==> config.mk <==
export PLATFORM = sky130hd
export DESIGN_NAME = sync_updn_cntr
export DESIGN_NICKNAME = d
export VERILOG_FILES = /design/src/rtl/sync_updn_cntr.sv
export SDC_FILE = /design/constraint.sdc
export NUM_CORES = 1
export LEC_CHECK = 0
export CAP_MARGIN = 20
export CORE_ASPECT_RATIO = 1.25
export CORE_MARGIN = 5
export CORE_UTILIZATION = 43
export CTS_BUF_LIST = sky130_fd_sc_hd__clkbuf_2
export DETAILED_ROUTE_END_ITERATION = 8
export HOLD_SLACK_MARGIN = 0.15
export PLACE_DENSITY = 0.77
export REMOVE_ABC_BUFFERS = 1
export SYNTH_ARGS = -nofsm -noshare
export SYNTH_HDL_FRONTEND = slang
export SYNTH_SLANG_ARGS = --single-unit
export TNS_END_PERCENT = 30
==> constraint.sdc <==
create_clock -name clk -period 1.9 [get_ports clk]
set_clock_uncertainty 0.1 [all_clocks]
set_input_delay 0.19 -clock clk [delete_from_list [all_inputs] [get_ports clk]]
set_output_delay 0.19 -clock clk [all_outputs]
set_load 0.01 [all_outputs]
==> src/rtl/sync_updn_cntr.sv <==
// sync_updn_cntr: parametrised synchronous up/down modulus counter.
// Range 0..MOD_MAX. Features: sync clear, saturating parallel load, wrap or
// one-shot (stop at terminal) mode, registered wrap pulse, sticky overflow,
// combinational terminal count (tc) for synchronous cascading.
// Optional enable prescaler: define CNTR_PRESCALE_EN (ratio = PRESCALE).
module sync_updn_cntr #(
   parameter int WIDTH    = 8,
   parameter int MOD_MAX  = (2**WIDTH)-1,
   parameter int PRESCALE = 4
) (
   input  logic             clk,
   input  logic             rstn,
   input  logic             clr,
   input  logic             load,
   input  logic [WIDTH-1:0] data_in,
   input  logic             cnt_en,
   input  logic             up_dn,
   input  logic             one_shot,
   output logic [WIDTH-1:0] count,
   output logic             tc,
   output logic             wrap,
   output logic             ovf,
   output logic             done
);

   localparam logic [WIDTH-1:0] MAXV = WIDTH'(MOD_MAX);
   localparam logic [WIDTH-1:0] ONE  = WIDTH'(1);

   // Elaboration-time parameter legality checks
   if (WIDTH < 2) begin : g_bad_width
      $error("sync_updn_cntr: WIDTH must be >= 2");
   end
   if (MOD_MAX < 1 || MOD_MAX > (2**WIDTH)-1) begin : g_bad_mod
      $error("sync_updn_cntr: MOD_MAX out of range");
   end
   if (PRESCALE < 2) begin : g_bad_psc
      $error("sync_updn_cntr: PRESCALE must be >= 2");
   end

   logic             at_term;
   logic             step;
   logic [WIDTH-1:0] load_val;

   // Terminal value follows the live direction, so tc reacts to up_dn at once
   assign at_term  = (count == (up_dn ? MAXV : '0));
   assign load_val = (data_in > MAXV) ? MAXV : data_in;

`ifdef CNTR_PRESCALE_EN
   localparam int            PW    = $clog2(PRESCALE);
   localparam logic [PW-1:0] PLAST = PW'(PRESCALE-1);

   logic [PW-1:0] psc;

   // Prescaler: advances on each enabled cycle, restarts on clr/load
   always_ff @(posedge clk or negedge rstn) begin
      if (!rstn)
         psc <= '0;
      else if (clr || load)
         psc <= '0;
      else if (cnt_en)
         psc <= (psc == PLAST) ? '0 : psc + PW'(1);
   end

   assign step = cnt_en && (psc == PLAST);
`else
   assign step = cnt_en;
`endif

   // Cascade output: next stage advances when this one steps off its terminal
   assign tc = step && at_term;

   // Counter state: clr > load > step > hold; wrap is a one-cycle pulse
   always_ff @(posedge clk or negedge rstn) begin
      if (!rstn) begin
         count <= '0;
         wrap  <= 1'b0;
         ovf   <= 1'b0;
         done  <= 1'b0;
      end else if (clr) begin
         count <= '0;
         wrap  <= 1'b0;
         ovf   <= 1'b0;
         done  <= 1'b0;
      end else if (load) begin
         count <= load_val;
         wrap  <= 1'b0;
         done  <= 1'b0;
      end else if (step) begin
         wrap <= 1'b0;
         if (done && one_shot) begin
            // parked at terminal until clr/load, regardless of direction
         end else if (!at_term) begin
            count <= up_dn ? count + ONE : count - ONE;
         end else if (!one_shot) begin
            count <= up_dn ? '0 : MAXV;
            wrap  <= 1'b1;
            ovf   <= 1'b1;
         end else begin
            done <= 1'b1;
         end
      end else begin
         wrap <= 1'b0;
      end
   end

endmodule

==> flow_summary_export.csv, run 1 <==
group,metric,value,unit
cells_and_area,n_antenna_cell,0,
timing,drv_slew,0,
global_routing,grt_first_pass_wirelength,5880,um
floorplan,die_h,60.9,um
global_routing,grt_usage,0.255,
floorplan,coreArea,1980,um^2
setup_path,path_max_fanout,5,
global_routing,grt_pass1_vias,1315,
clock_network,clock_latency,260,ps
timing,fin_crit,2040,ps
floorplan,row_count,18,
detailed_routing,wl,3590,um
logic_synthesis,synth_fa_ha_area_frac,0.107,
detailed_routing,drtIter0Drc,37,
setup_path,cp.arrival,2140,ps
floorplan,pin_count,27,
setup_path,cpMostUsedCell,"buf_6",
cells_and_area,area_delta_synth_final,83.0,%
logic_synthesis,synthSimpleGateAreaFrac,0.152,
pwr,leakagePower,0.000731,uW
setup_path,crit_slowest_cell,"dfrtp_1",
global_routing,grt-ovfl-total,0,
setup_path,cp.required,2000,ps
pwr,report.power.total,961,uW
clock_network,cts_made_buffers,3,
clock_network,htreeDepth,1,
cells_and_area,final_cell_mix,"buf_4, clkdlybuf4s50_1, dfrtp_1",
timing,worst_slew_pin_slew,536,ps
cells_and_area,fill_cells,103,
timing,max_freq,0.491,GHz
clock_network,clkSlewWorstSetupHoldPaths,120,ps
setup_path,path_cells,"ha_4 > nand3_4 > buf_6 > a211o_4 > a31oi_4 > buf_6 > a22oi_1 > o21ai_1",
min_path,holdCritPathClass,"in2async",
logic_synthesis,synth_cells,105,
cells_and_area,design_area,1630,um^2
global_routing,antenna_found_initial,0,
job,max_cap_violations,0,
logic_synthesis,synth-xor-area-share,0.0393,
floorplan,dieArea,3090,um^2
logic_synthesis,yosys_warnings,0,
floorplan,start_util,0.449,
logic_synthesis,synth_top_family_by_area,"compound AO/OA/AOI/OAI gates",
detailed_routing,route.detailed.drc,0,
detailed_routing,wl_per_cell,19.1,um
timing,slew_headroom,0.642,
setup_path,cpPeakStageDelay,460,ps
placement,port_buffers,26,
setup_path,crit_path_end_kind,"register",
logic_synthesis,synth.area.mux_share,0.0449,
timing,period_share,1.07,
placement,place_area,1370,um^2
run_status,violations,"negative setup slack",
timing,grt_setup_unrepaired,"true",
logic_synthesis,synth_compound_area_frac,0.281,
cells_and_area,multi_input_area,733,um^2
placement,gp_congestion,0.851,
cells_and_area,regArea,275,um^2
cells_and_area,drive_gt1_frac,0.411,
cells_and_area,fin_nets,191,
pwr,vdd_drop_max,468,uV
detailed_routing,dr.pass1.iters,4,
timing,finalSetupViolCount,9,
setup_path,worstSetupPathType,"reg2reg",
pwr,power_density,589,nW/um^2
placement,dp_hpwl,2170,um
global_routing,grt_max_degree,12,
clock_network,root_buffer,"clkbuf_2",
cells_and_area,finish.utilization,0.823,
clock_network,ctsLongestPathBuffers,2,
logic_synthesis,syn_area,891,um^2
setup_path,critPathLaunchType,"register",
logic_synthesis,synth-seq-area-share,0.309,
detailed_routing,via_count,1148,
setup_path,cp_top_family,"compound AO/OA/AOI/OAI gates",
setup_path,critPathBufInv,2,
clock_network,clkSinkCount,11,
detailed_routing,avgViaCountPerCell,6.11,
timing,setup_slack,-136,ps
logic_synthesis,syn_area_per_cell,8.48,um^2
floorplan,die_w,50.7,um
clock_network,ctsHoldBuffers,0,
logic_synthesis,ys_types,33,
setup_path,rrSetupSlack,-140,ps
clock_network,cts_tree,"yes",
logic_synthesis,ys_ff_latch,11,
timing,hold_viol,0,
detailed_routing,ant_nets,0,
run_status,outcome,"complete, but fails checks",
cells_and_area,layout_commonest_cell,"buf_4",
-- what timing repair did --
action / 4_1_cts / 5_1_grt
pin swaps: 16 / 3
resized for setup: 41 / 1
endpoints found under the setup margin: 10 / 9
setup buffers: 6 / 1
gates cloned: 0 / 0
-- registers in the layout, summed over array words and instances, names as in the netlist --
register,flops
ovf,1
wrap,1
count,8
done,1
-- kinds of logic (layout without fill, tap and decap cells) --
family	count (synthesis)	after routing
AND/OR/NAND/NOR	31	31
XOR/XNOR	4	4
flip-flops	11	11
multiplexers	4	4
adder cells (fa/ha/maj)	7	7
AO/OA/AOI/OAI	36	36
buffers and inverters	12	75
-- cell type report --
type,instances,share of cell area
inverter,9,0.0207
multi-input combinational,82,0.450
sequential,11,0.169
tap,20,0.0153
timing repair buffer,62,0.333
clock buffer,4,0.0123
-- cell usage after synthesis --
cell type	n	area (um^2)
mux2i_1	4	40.0
o21a_1	1	7.51
nand3_1	5	25.0
o211ai_1	2	15.0
xnor2_1	1	8.76
nor2_1	10	37.5
a22oi_1	3	22.5
nand2_1	10	37.5
a211o_1	1	8.76
or3_1	1	6.26
a31oi_4	1	21.3
or2_2	1	6.26
o22ai_1	1	6.26
a21oi_1	8	40.0
o31ai_1	1	7.51
a211oi_1	2	15.0
fa_1	1	20.0
buf_6	2	22.5
a31oi_1	1	6.26
o22ai_2	1	12.5
nor4_1	1	6.26
o221ai_1	1	8.76
nor3_1	2	10.0
o21ai_2	1	8.76
o21ai_0	9	45.0
nand2b_1	1	6.26
clkbuf_1	1	3.75
dfrtp_1	11	275
ha_1	6	75.1
inv_1	9	33.8
xor2_1	3	26.3
o21bai_1	1	7.51
o41ai_1	2	17.5
-- power breakdown --
part	switching [uW]	leakage, uW	internal (uW)
logic	252	0.000569	288
clock network	85.1	0.0000166	55.8
registers	25.6	0.000145	254
total	363	0.000731	598
-- metrics by stage --
step | setup slack, ps | TNS, ps | hold WS [ps] | std cells
after floorplan | -132 | -936 | -206 | 102
after global placement | -612 | -5710 | 384 | 177
after detailed placement | -737 | -6520 | 399 | 177
after CTS | -66.9 | -339 | 167 | 187
after global routing | -221 | -1640 | 177 | 188
final | -136 | -1030 | 161 | 188
-- worst paths after layout --
path | start | cells past startpoint | end
max | count[2] | 8 | count[6]
min | rstn | 1 | done
max reg2reg | count[2] | 8 | count[6]
min reg2reg | ovf | 1 | ovf
max in group asynchronous | rstn | 1 | wrap
min in group clk | ovf | 1 | ovf
-- per-layer routing --
layer | global-route usage | vias up | wire [um] | share of wire
met5 | 0 | - | 0 | 0
met4 | 0.175 | 0 | 152 | 0.042
met3 | 0.0467 | 18 | 215 | 0.060
met2 | 0.482 | 66 | 1950 | 0.54
met1 | 0.246 | 553 | 1270 | 0.35
li1 | - | 511 | - | -
(Power assumes the default switching activity.)
==> run 2, diff against run 1 <==
- CORE_UTILIZATION: 43 -> 52
- PLACE_DENSITY: 0.77 -> 0.87
- clock period: 1.9 -> 2.55 ns (I/O delays scaled with it)
==> run 2 against run 1 <==
Compared with the run above: the flow now finishes without violations; first-iteration DRC count fell by 54%; sequential power shrank 26%; worst setup slack better by 330 ps; routed wire length shrank 30%; final cell count down 13%; core utilization shrank 2.3 points; non-clock buffer count fell by 23.
==> flow_summary_export.csv, run 2 (same netlist as run 1, synthesis figures left out) <==
group,metric,value,unit
run_status,outcome,"finished, final reports clean",
pwr,combPwrFrac,0.451,
clock_network,htreeDepth,1,
pwr,p_int,363,uW
timing,hold_viol,0,
pwr,p_switching,206,uW
global_routing,grt_first_pass_wirelength,4210,um
timing,slew_headroom,0.644,
detailed_routing,wl_per_cell,15.3,um
timing,worst_slew_pin_slew,532,ps
pwr,vdd_drop_max,326,uV
pwr,leakagePower,0.000574,uW
floorplan,pin_count,27,
global_routing,grt-ovfl-total,0,
min_path,holdCritPathClass,"in2async",
setup_path,worstSetupPathType,"in2reg",
timing,fin_crit,2360,ps
clock_network,cts_tree,"yes",
cells_and_area,n_antenna_cell,0,
setup_path,r2r_cells,7,
detailed_routing,drtIter0Drc,17,
cells_and_area,design_area,1280,um^2
timing,grt_setup_unrepaired,"false",
pwr,clkPwrFrac,0.186,
timing,max_freq,0.424,GHz
clock_network,cts_setup_buffers,0,
global_routing,grt_pass1_vias,960,
detailed_routing,wl,2500,um
floorplan,die_w,47.0,um
detailed_routing,dr.pass1.iters,4,
setup_path,crit_path_end_kind,"register",
cells_and_area,final_cell_count_no_fill,163,
floorplan,coreArea,1600,um^2
floorplan,die_h,56.3,um
timing,whs,217,ps
timing,finalSetupViolCount,0,
setup_path,cp.required,2610,ps
floorplan,row_count,16,
pwr,power_density,444,nW/um^2
cells_and_area,fin_nets,168,
cells_and_area,final_cell_mix,"clkdlybuf4s50_1, buf_4, dfrtp_1",
clock_network,cts_made_buffers,3,
global_routing,grt_usage,0.213,
setup_path,rrSetupSlack,340,ps
setup_path,r2r-start,"count[2]",
placement,place_area,1240,um^2
pwr,seq_power_share,0.363,
floorplan,dieArea,2650,um^2
setup_path,r2r-end,"count[3]",
job,max_cap_violations,0,
placement,port_buffers,26,
detailed_routing,route.detailed.drc,0,
timing,drv_slew,0,
floorplan,start_util,0.556,
clock_network,ctsLongestPathBuffers,2,
pwr,swShare,0.362,
detailed_routing,avgViaCountPerCell,5.72,
clock_network,clkSlewWorstSetupHoldPaths,120,ps
placement,gp_congestion,0.926,
detailed_routing,ant_nets,0,
global_routing,antenna_found_initial,0,
timing,period_share,0.925,
clock_network,clkSinkCount,11,
placement,place_inst,159,
global_routing,grt_max_degree,12,
cells_and_area,drive_gt1_frac,0.166,
setup_path,critPathLaunchType,"primary input",
cells_and_area,largest_reg_flops,8,
detailed_routing,via_count,933,
cells_and_area,layout_commonest_cell,"clkdlybuf4s50_1",
placement,dp_hpwl,2050,um
cells_and_area,largest-register,"count",
cells_and_area,area_delta_synth_final,43.8,%
setup_path,cp.arrival,2420,ps
clock_network,clock_latency,270,ps
clock_network,ctsHoldBuffers,0,
clock_network,root_buffer,"clkbuf_2",
setup_path,path_max_fanout,6,
run 2: worst max-delay path, cell delays in order:
cell and delay [ps]:
clkdlybuf4s50_1 490, inv_2 90, ha_1 310, nand3_1 110, buf_4 160, a211o_1 380, o21ai_2 220, a21oi_1 70
o41ai_1 330
run 2: worst max path at each step:
stage                  start        to  slack (ps)  cells after the start
global route           up_dn  count[4]          40                      9
floorplan           count[4]  count[5]         520                      6
CTS                    up_dn  count[4]         190                      9
global placement       up_dn        tc         -50                      8
finish                 up_dn  count[3]         190                      9
detailed placement     up_dn        tc        -100                      8
run 2: repair_timing:
| action | 4_1_cts | 5_1_grt |
|---|---|---|
| resized for setup | 4 | 0 |
| endpoints found under the hold margin | 0 | 0 |
| setup endpoints to repair | 1 | 0 |
run 2: layout make-up:
class,instances,area [um^2]
clock buffers,4,20.0
fillers,115,320
inverters,9,33.8
multi-input cells,82,573
flip-flops and latches,11,275
well taps,18,22.5
repair buffers,39,357
run 2: metal layers:
layer  vias to the layer above  global-route usage  routed length [um]
li1                        466                   -                   -
met2                        28               0.348                1320
met3                         8              0.0319                  79
met1                       431               0.271                1030
met5                         -                   0                   0
met4                         0              0.0830                  70
run 2: stage by stage:
| stage | TNS (ps) | utilization | setup slack (ps) | power (uW) |
|---|---|---|---|---|
| after CTS | 0 | 0.800 | 190 | 565 |
| after global routing | 0 | 0.800 | 36.5 | 606 |
| after floorplan | 0 | - | 518 | 341 |
| after detailed placement | -332 | 0.777 | -99.0 | 461 |
| final | 0 | 0.800 | 192 | 568 |
| after global placement | -54.4 | 0.777 | -54.4 | 450 |
run 2: power groups by stage:
stage               sequential (uW)  combinational [uW]  clock [uW]
floorplan                       213                 128           0
global placement                209                 242           0
detailed placement              209                 252           0
CTS                             206                 256         103
global route                    209                 282         115
finish                          206                 257         106
==> run 3, diff against run 2 <==
- CAP_MARGIN: 20 -> 40
==> results of run 3 <==
No change in the layout: final DEF, timing and power equal those of run 2.
